[config.mk]
export PLATFORM = sky130hd
export DESIGN_NAME = int_alu_core
export DESIGN_NICKNAME = d
export VERILOG_FILES = /design/src/rtl/int_alu_core.sv
export SDC_FILE = /design/constraint.sdc
export NUM_CORES = 1
export LEC_CHECK = 0
export CAP_MARGIN = 25
export CORE_MARGIN = 10
export CORE_UTILIZATION = 53
export CTS_CLUSTER_DIAMETER = 50
export DETAILED_ROUTE_END_ITERATION = 6
export MAX_ROUTING_LAYER = met4
export PLACE_DENSITY = 0.79
export SYNTH_ARGS = -nofsm -noshare
export SYNTH_HDL_FRONTEND = slang
export SYNTH_SLANG_ARGS = --single-unit
[constraint.sdc]
create_clock -name clock -period 2 [get_ports clock]
set_input_delay 0.3 -clock clock [delete_from_list [all_inputs] [get_ports clock]]
set_output_delay 0.3 -clock clock [all_outputs]
set_load 0.01 [all_outputs]
[src/rtl/int_alu_core.sv]
// Integer ALU core: registered add-with-carry and AND, plus a multi-cycle restoring
// divider, sharing one start/busy/done handshake and one set of result registers.
module int_alu_core #(
  parameter int WIDTH = 4
) (
  input  logic             clock,
  input  logic             reset,
  input  logic             start,
  input  logic [1:0]       op_sel,
  input  logic [WIDTH-1:0] a,
  input  logic [WIDTH-1:0] b,
  input  logic             carry_in,
  output logic             busy,
  output logic             done,
  output logic [WIDTH-1:0] result,
  output logic [WIDTH-1:0] remainder,
  output logic             carry_out,
  output logic             div_by_zero
);

  localparam int CNT_W = $clog2(WIDTH + 1);
  localparam logic [CNT_W-1:0] CNT_INIT = CNT_W'(WIDTH);
  localparam logic [CNT_W-1:0] CNT_LAST = CNT_W'(1);

  typedef enum logic [1:0] {
    IDLE   = 2'b00,
    DIVIDE = 2'b01,
    DONE   = 2'b10
  } state_t;

  typedef enum logic [1:0] {
    OP_ADD  = 2'b00,
    OP_AND  = 2'b01,
    OP_DIV  = 2'b10,
    OP_RSVD = 2'b11
  } op_t;

  state_t           r_state;
  state_t           w_next_state;
  logic [WIDTH-1:0] r_result;
  logic [WIDTH-1:0] r_remainder;
  logic             r_carry_out;
  logic             r_div_by_zero;
  // Dividend bits shift out of the MSB while quotient bits shift into the LSB.
  logic [WIDTH-1:0] r_dq;
  logic [WIDTH-1:0] r_divisor;
  logic [WIDTH-1:0] r_partial;
  logic [CNT_W-1:0] r_count;

  logic             w_accept;
  logic             w_b_zero;
  logic [WIDTH:0]   w_sum;
  logic [WIDTH:0]   w_shifted;
  logic             w_ge;
  logic [WIDTH-1:0] w_partial_next;
  logic [WIDTH-1:0] w_dq_next;

  assign w_accept = (r_state == IDLE) && start;
  assign w_b_zero = (b == '0);
  assign w_sum    = {1'b0, a} + {1'b0, b} + {{WIDTH{1'b0}}, carry_in};

  // One restoring step: the true difference is below 2^WIDTH whenever w_ge holds,
  // so a WIDTH-wide subtraction is exact.
  assign w_shifted      = {r_partial, r_dq[WIDTH-1]};
  assign w_ge           = (w_shifted >= {1'b0, r_divisor});
  assign w_partial_next = w_ge ? (w_shifted[WIDTH-1:0] - r_divisor) : w_shifted[WIDTH-1:0];
  assign w_dq_next      = {r_dq[WIDTH-2:0], w_ge};

  // NOTE: sequential state uses non-blocking assignments so every register samples
  // the pre-edge values of the others, regardless of statement order.
  always_ff @(posedge clock or negedge reset) begin
    if (!reset) r_state <= IDLE;
    else        r_state <= w_next_state;
  end

  // NOTE: the next-state default is assigned first so no path through the case
  // leaves w_next_state unassigned, which would infer a latch.
  always_comb begin
    w_next_state = r_state;
    case (r_state)
      IDLE: begin
        if (start) begin
          if ((op_t'(op_sel) == OP_DIV) && !w_b_zero) w_next_state = DIVIDE;
          else                                       w_next_state = DONE;
        end
      end
      DIVIDE:  if (r_count == CNT_LAST) w_next_state = DONE;
      DONE:    w_next_state = IDLE;
      default: w_next_state = IDLE;
    endcase
  end

  always_ff @(posedge clock or negedge reset) begin
    if (!reset) begin
      r_result      <= '0;
      r_remainder   <= '0;
      r_carry_out   <= 1'b0;
      r_div_by_zero <= 1'b0;
      r_dq          <= '0;
      r_divisor     <= '0;
      r_partial     <= '0;
      r_count       <= '0;
    end else if (w_accept) begin
      case (op_t'(op_sel))
        OP_ADD: begin
          {r_carry_out, r_result} <= w_sum;
          r_remainder             <= '0;
          r_div_by_zero           <= 1'b0;
        end
        OP_AND: begin
          r_result      <= a & b;
          r_remainder   <= '0;
          r_carry_out   <= 1'b0;
          r_div_by_zero <= 1'b0;
        end
        OP_DIV: begin
          if (w_b_zero) begin
            r_result      <= '1;
            r_remainder   <= a;
            r_carry_out   <= 1'b0;
            r_div_by_zero <= 1'b1;
          end else begin
            // Visible outputs keep their old values until the quotient is complete.
            r_dq      <= a;
            r_divisor <= b;
            r_partial <= '0;
            r_count   <= CNT_INIT;
          end
        end
        default: begin
          r_result      <= '0;
          r_remainder   <= '0;
          r_carry_out   <= 1'b0;
          r_div_by_zero <= 1'b0;
        end
      endcase
    end else if (r_state == DIVIDE) begin
      r_dq      <= w_dq_next;
      r_partial <= w_partial_next;
      r_count   <= r_count - CNT_LAST;
      if (r_count == CNT_LAST) begin
        r_result      <= w_dq_next;
        r_remainder   <= w_partial_next;
        r_carry_out   <= 1'b0;
        r_div_by_zero <= 1'b0;
      end
    end
  end

  assign busy        = (r_state != IDLE);
  assign done        = (r_state == DONE);
  assign result      = r_result;
  assign remainder   = r_remainder;
  assign carry_out   = r_carry_out;
  assign div_by_zero = r_div_by_zero;

endmodule

== Word level (Yosys, flattened, before mapping) ==
Cells that the tools add are included.

* Register bits after elaboration: 27
* Latch bits: 0
* RAM bits: 0
* ROM bits: 0
* Output and inout bits: 12
* Word-level logic and storage cells: 74
* Memories: 0

* Add/sub/neg operators: 4
* Multiply operators: 0
* Div/mod/pow operators: 0
* $lt $le $gt $ge: 1
* Equality and inequality tests: 10
* Shift operators: 0
* Multiplexer cells: 35
* Bitwise logic cells: 2
* Reductions and logical operators: 13

{| class="wikitable"
|+ Operators with widths
! operator !! count
|-
| 4-bit 2-to-1 mux || 18
|-
| 3-bit 2-to-1 mux || 4
|-
| 4-bit one-hot mux with 3 select lines || 1
|-
| 3-bit AND reduction || 3
|-
| 1-bit 2-to-1 mux || 7
|-
| 2-bit 2-to-1 mux || 3
|-
| 2-bit inequality test, second input constant || 3
|-
| 2-bit nonzero test || 3
|-
| 4-bit by 4-bit adder with 5-bit output || 1
|-
| 5-bit by 1-bit adder with 5-bit output || 1
|-
| 5-bit by 4-bit greater-or-equal comparator with 1-bit output || 1
|-
| 4-bit AND || 1
|-
| 2-bit by 1-bit == test with 1-bit output, second input constant || 2
|-
| 2-bit == test, second input constant || 2
|-
| 2-bit logical NOT || 2
|-
| 4-bit logical NOT || 1
|-
| 2-bit one-hot mux with 2 select lines || 1
|-
| 4-bit subtractor || 1
|-
| 3-bit by 1-bit == test with 1-bit output, second input constant || 1
|-
| 3-bit inequality test, second input constant || 1
|-
| 3-bit by 1-bit subtractor with 3-bit output, second input constant || 1
|-
| 1-bit logical AND || 2
|-
| 2-bit by 1-bit inequality test with 1-bit output, second input constant || 1
|-
| 1-bit one-hot mux with 2 select lines || 1
|-
| 3 further kinds || 3
|}

== Longest topological paths before layout ==
* Depth after elaboration: 6
* Gate-level depth with buffers: 8

== Worst setup path before layout ==
OpenSTA, ideal clock, no wires.

* Path kind: input -> register
* Start: input port a[0]
* End: register r_result[2], in the netlist result[2]
* Arrival time: 1.677 ns
* Required time: 1.863 ns
* Slack: 0.186 ns
* Stages: 5
* Cell sequence: fa_1 fa_1 xor2_1 o311ai_0 a31oi_1

* Word-level cells in the longest chain between the ends: 4

{| class="wikitable"
|+ Ends and longest elaborated chain
! element !! RTL line !! source
|-
| start, declared || 10 || <nowiki>input logic [WIDTH-1:0] a,</nowiki>
|-
| 4-bit by 4-bit adder with 5-bit output || 60 || <nowiki>assign w_sum = {1'b0, a} + {1'b0, b} + {{WIDTH{1'b0}}, carry_in};</nowiki>
|-
| 5-bit by 1-bit adder with 5-bit output || 60 ||
|-
| 4-bit one-hot mux with 3 select lines || 104 || <nowiki>case (op_t'(op_sel))</nowiki>
|-
| 4-bit 2-to-1 mux || 103 || <nowiki>end else if (w_accept) begin</nowiki>
|-
| end signal, assigned || 106 || <nowiki>{r_carry_out, r_result} <= w_sum;</nowiki>
|-
| end signal, assigned || 111 || <nowiki>r_result <= a & b;</nowiki>
|-
| end signal, assigned || 142 || <nowiki>r_result <= w_dq_next;</nowiki>
|-
| end, declared || 40 || <nowiki>logic [WIDTH-1:0] r_result;</nowiki>
|}

Every way passes these cells.
A chain may end at the register's enable or synchronous reset.

== Final worst setup path ==
* Start: input port b[0]
* End: register r_remainder[0], in the netlist remainder[0]

* Word-level cells in the longest chain between the ends: 3

{| class="wikitable"
|+ Ends and longest elaborated chain
! element !! RTL line !! source
|-
| start, declared || 11 || <nowiki>input logic [WIDTH-1:0] b,</nowiki>
|-
| 4-bit logical NOT || 59 || <nowiki>assign w_b_zero = (b == '0);</nowiki>
|-
| 3-bit inequality test (no source line) || -- ||
|-
| 3-bit AND reduction (no source line) || -- ||
|-
| end signal, assigned || 143 || <nowiki>r_remainder <= w_partial_next;</nowiki>
|-
| end, declared || 41 || <nowiki>logic [WIDTH-1:0] r_remainder;</nowiki>
|}

Every way passes these cells.

==> impl_metrics.env <==
export IMPL_io_buffers=25
export IMPL_numCtsBuffers=3
export IMPL_cp_arrival_ps=2160
export IMPL_peakVddDrop_mv=0.657
export IMPL_async_reset_ff_frac=1.00
export IMPL_dp_cells=244
export IMPL_critPathKind="in -> reg"
export IMPL_h_tree_depth=1
export IMPL_drt_initial_drc_count=121
export IMPL_clkLatencyLatePin_ps=330
export IMPL_finalSetupViolCount=0
export IMPL_dr_total_vias=1417
export IMPL_path_max_fanout=10
export IMPL_ant_nets=0
export IMPL_drc=0
export IMPL_hpwl_um=3140
export IMPL_die_h_um=75.4
export IMPL_synth_edf_count=0
export IMPL_seq_power_share=0.332
export IMPL_crit_slowest_cell="clkdlybuf4s50_1"
export IMPL_grt_total_usage=0.149
export IMPL_cts_sinks=27
export IMPL_syn_area_um2=1630
export IMPL_drv_cap=0
export IMPL_synth_flop_cell="dfrtp_1"
export IMPL_cp_required_ps=2260
export IMPL_stdcell_count=248
export IMPL_swShare=0.424
export IMPL_wire_per_inst_um=16.0
export IMPL_tritoncts="built"
export IMPL_root_buffer="clkbuf_4"
export IMPL_grt_max_degree=28
export IMPL_gp_congestion=0.845
export IMPL_initial_core_util=0.542
export IMPL_cts_buffer_depth=2
export IMPL_power_leakage_nw=0.900
export IMPL_totalWireLength_um=3960
export IMPL_syn2layout_area_growth_pct=24.8
export IMPL_die_area_um2=5690
export IMPL_cp_cell_sequence="clkdlybuf4s50_1 -> buf_4 -> nor4_2 -> nor3_4 -> a21oi_4 -> buf_4 -> nor2_1 -> a31oi_1"
export IMPL_hold_class="in -> async"
export IMPL_clock_skew_ps=9.64
export IMPL_cp_num_buf_inv=3
export IMPL_status="finished, final reports clean"
export IMPL_ios=26
export IMPL_core_area_um2=3000
export IMPL_n_fill_cell=231
export IMPL_viasPerCell=5.71
export IMPL_grt_pass1_wl_um=6620
export IMPL_max_freq_mhz=526
export IMPL_overflow=0
export IMPL_first_pass_iters=4
export IMPL_path_common_cell="buf_4"
export IMPL_clkPwrFrac=0.088
export IMPL_ys_seq_area_frac=0.415
export IMPL_layout_drive_gt1_share=0.130
export IMPL_hold_violations=0
export IMPL_ys_ff_latch=27
export IMPL_rsz0062_at_grt="no"
export IMPL_final_hold_worst_slack_ps=316
export IMPL_pwr_share_comb=0.580
export IMPL_synth_area_per_cell_um2=9.20
export IMPL_synthesis_nets=204
export IMPL_die_w_um=75.4
export IMPL_netlist_instances=177
export IMPL_internal_power_w=0.00160
export IMPL_drv_slew=0
export IMPL_num_nets_final=243
export IMPL_num_rows=20
export IMPL_tightest_slew_ps=408
export IMPL_crit_family="buffers and inverters"
export IMPL_ys_types=36
export IMPL_grt_pass1_vias=1462
export IMPL_antenna_found_initial=0
export IMPL_crit_path_end_kind="flop"
export IMPL_diodes=0
export IMPL_min_period_ps=1900
export IMPL_tns_ps=0
export IMPL_dpl_worst_slack_ps=-389
export IMPL_p_per_area_nw_per_um2=1370
export IMPL_max_slew_margin=0.726
export IMPL_fin_util=0.677
export IMPL_period_share=0.951
export IMPL_p_sw_w=0.00118
export IMPL_setup_ws_ps=97.9
export IMPL_cp_start_kind="input pin"
export IMPL_clk_pin_slew_worst_paths_ps=160
export IMPL_cp_slowest_stage_delay_ps=460
export IMPL_yosysWarnings=0
## final cells by class
class | count | area [um^2] | share of cell area
Clock buffer | 3 | 22.5 | 0.0111
Clock inverter | 1 | 5.00 | 0.00246
Inverter | 13 | 48.8 | 0.0240
Multi-Input combinational cell | 132 | 885 | 0.435
Sequential cell | 27 | 676 | 0.332
Tap cell | 33 | 41.3 | 0.0203
Timing Repair Buffer | 39 | 355 | 0.175
## registers in the layout (all words and copies together), names as in the netlist, 2 cells and up
signal	flops
result	4
r_divisor	4
remainder	4
r_partial	4
r_state	2
r_count	3
r_dq	4
## power groups by stage
stage / Combinational (W) / Clock (W) / Sequential [W]
detailed placement: 0.00157 / 0 / 0.000933
finish: 0.00161 / 0.000244 / 0.000921
floorplan: 0.000993 / 0 / 0.000940
CTS: 0.00158 / 0.000244 / 0.000919
global placement: 0.00151 / 0 / 0.000915
global route: 0.00179 / 0.000268 / 0.000951
## Yosys cell counts (all sizes together) (4+ instances only)
cell type | instances | area share
inv | 13 | 0.030
o21ai | 25 | 0.077
a21oi | 6 | 0.025
nand2b | 4 | 0.015
ha | 10 | 0.077
mux2i | 6 | 0.037
a21boi | 4 | 0.018
nor2 | 15 | 0.038
nand2 | 26 | 0.060
nor3 | 4 | 0.019
a31oi | 7 | 0.027
dfrtp | 27 | 0.41
## cell families after synthesis
| logic type | synth area share |
|---|---|
| compound gates | 0.179 |
| xor+xnor | 0.0108 |
| fa+ha+maj | 0.114 |
| buf+inv | 0.0515 |
| flops | 0.415 |
| mux | 0.0369 |
| simple gates | 0.194 |
## per-stage QoR
| step | power (W) | instance area, um^2 |
|---|---|---|
| 2_1_floorplan | 0.00193 | 1630 |
| 3_3_place_gp | 0.00242 | 1990 |
| 3_5_place_dp | 0.00250 | 1990 |
| 4_1_cts | 0.00274 | 2020 |
| 5_1_grt | 0.00301 | 2030 |
| 6_report | 0.00278 | 2030 |
## routing by layer
layer,part of all wire,track usage
met4,0.013,0.0268
met5,0,-
met3,0.041,0.0273
met1,0.44,0.184
met2,0.50,0.251
## final timing paths
kind / end / from / depth (start not counted) / slack [ps]
min in group clock: carry_out$_DFFE_PN0P_ / carry_out$_DFFE_PN0P_ / 2 / 500
hold reg to reg: carry_out$_DFFE_PN0P_ / carry_out$_DFFE_PN0P_ / 2 / 500
setup / recovery: remainder[0]$_DFFE_PN0P_ / b[0] / 8 / 100
hold / removal: r_count[1]$_DFFE_PN0P_ / reset / 2 / 320
max in group asynchronous: result[1]$_DFFE_PN0P_ / reset / 2 / 1430
setup reg to reg: remainder[0]$_DFFE_PN0P_ / r_partial[1]$_DFFE_PN0P_ / 5 / 110
## worst register-to-register path: stages (launching register included)
cell	delay, ps
dfrtp_1	450
ha_1	390
o21ai_0	130
a22oi_2	390
mux2i_1	300
a31oi_1	120
## repair_timing
action / CTS / global route
gates resized for setup: 1 / 4
hold buffers: 0 / 0
setup endpoints to repair: 1 / 11
setup buffers: 0 / 0
pin swaps: 0 / 1
## placed cells by master, fill, tap and decap left out, types with 2 or more instances in the layout
master            n
dfrtp_1          27
nand2_1          26
o21ai_0          25
clkdlybuf4s50_1  25
buf_4            14
inv_1            13
nor2_1           13
ha_1             10
a31oi_1           7
mux2i_1           6
a21oi_1           5
nand2b_1          4
a21boi_0          4
nor3_1            3
clkbuf_4          3
nor2b_1           2
or3_1             2
o311ai_0          2
nand3_1           2
fa_2              2
Note: power is estimated with default switching activity, not from simulation.
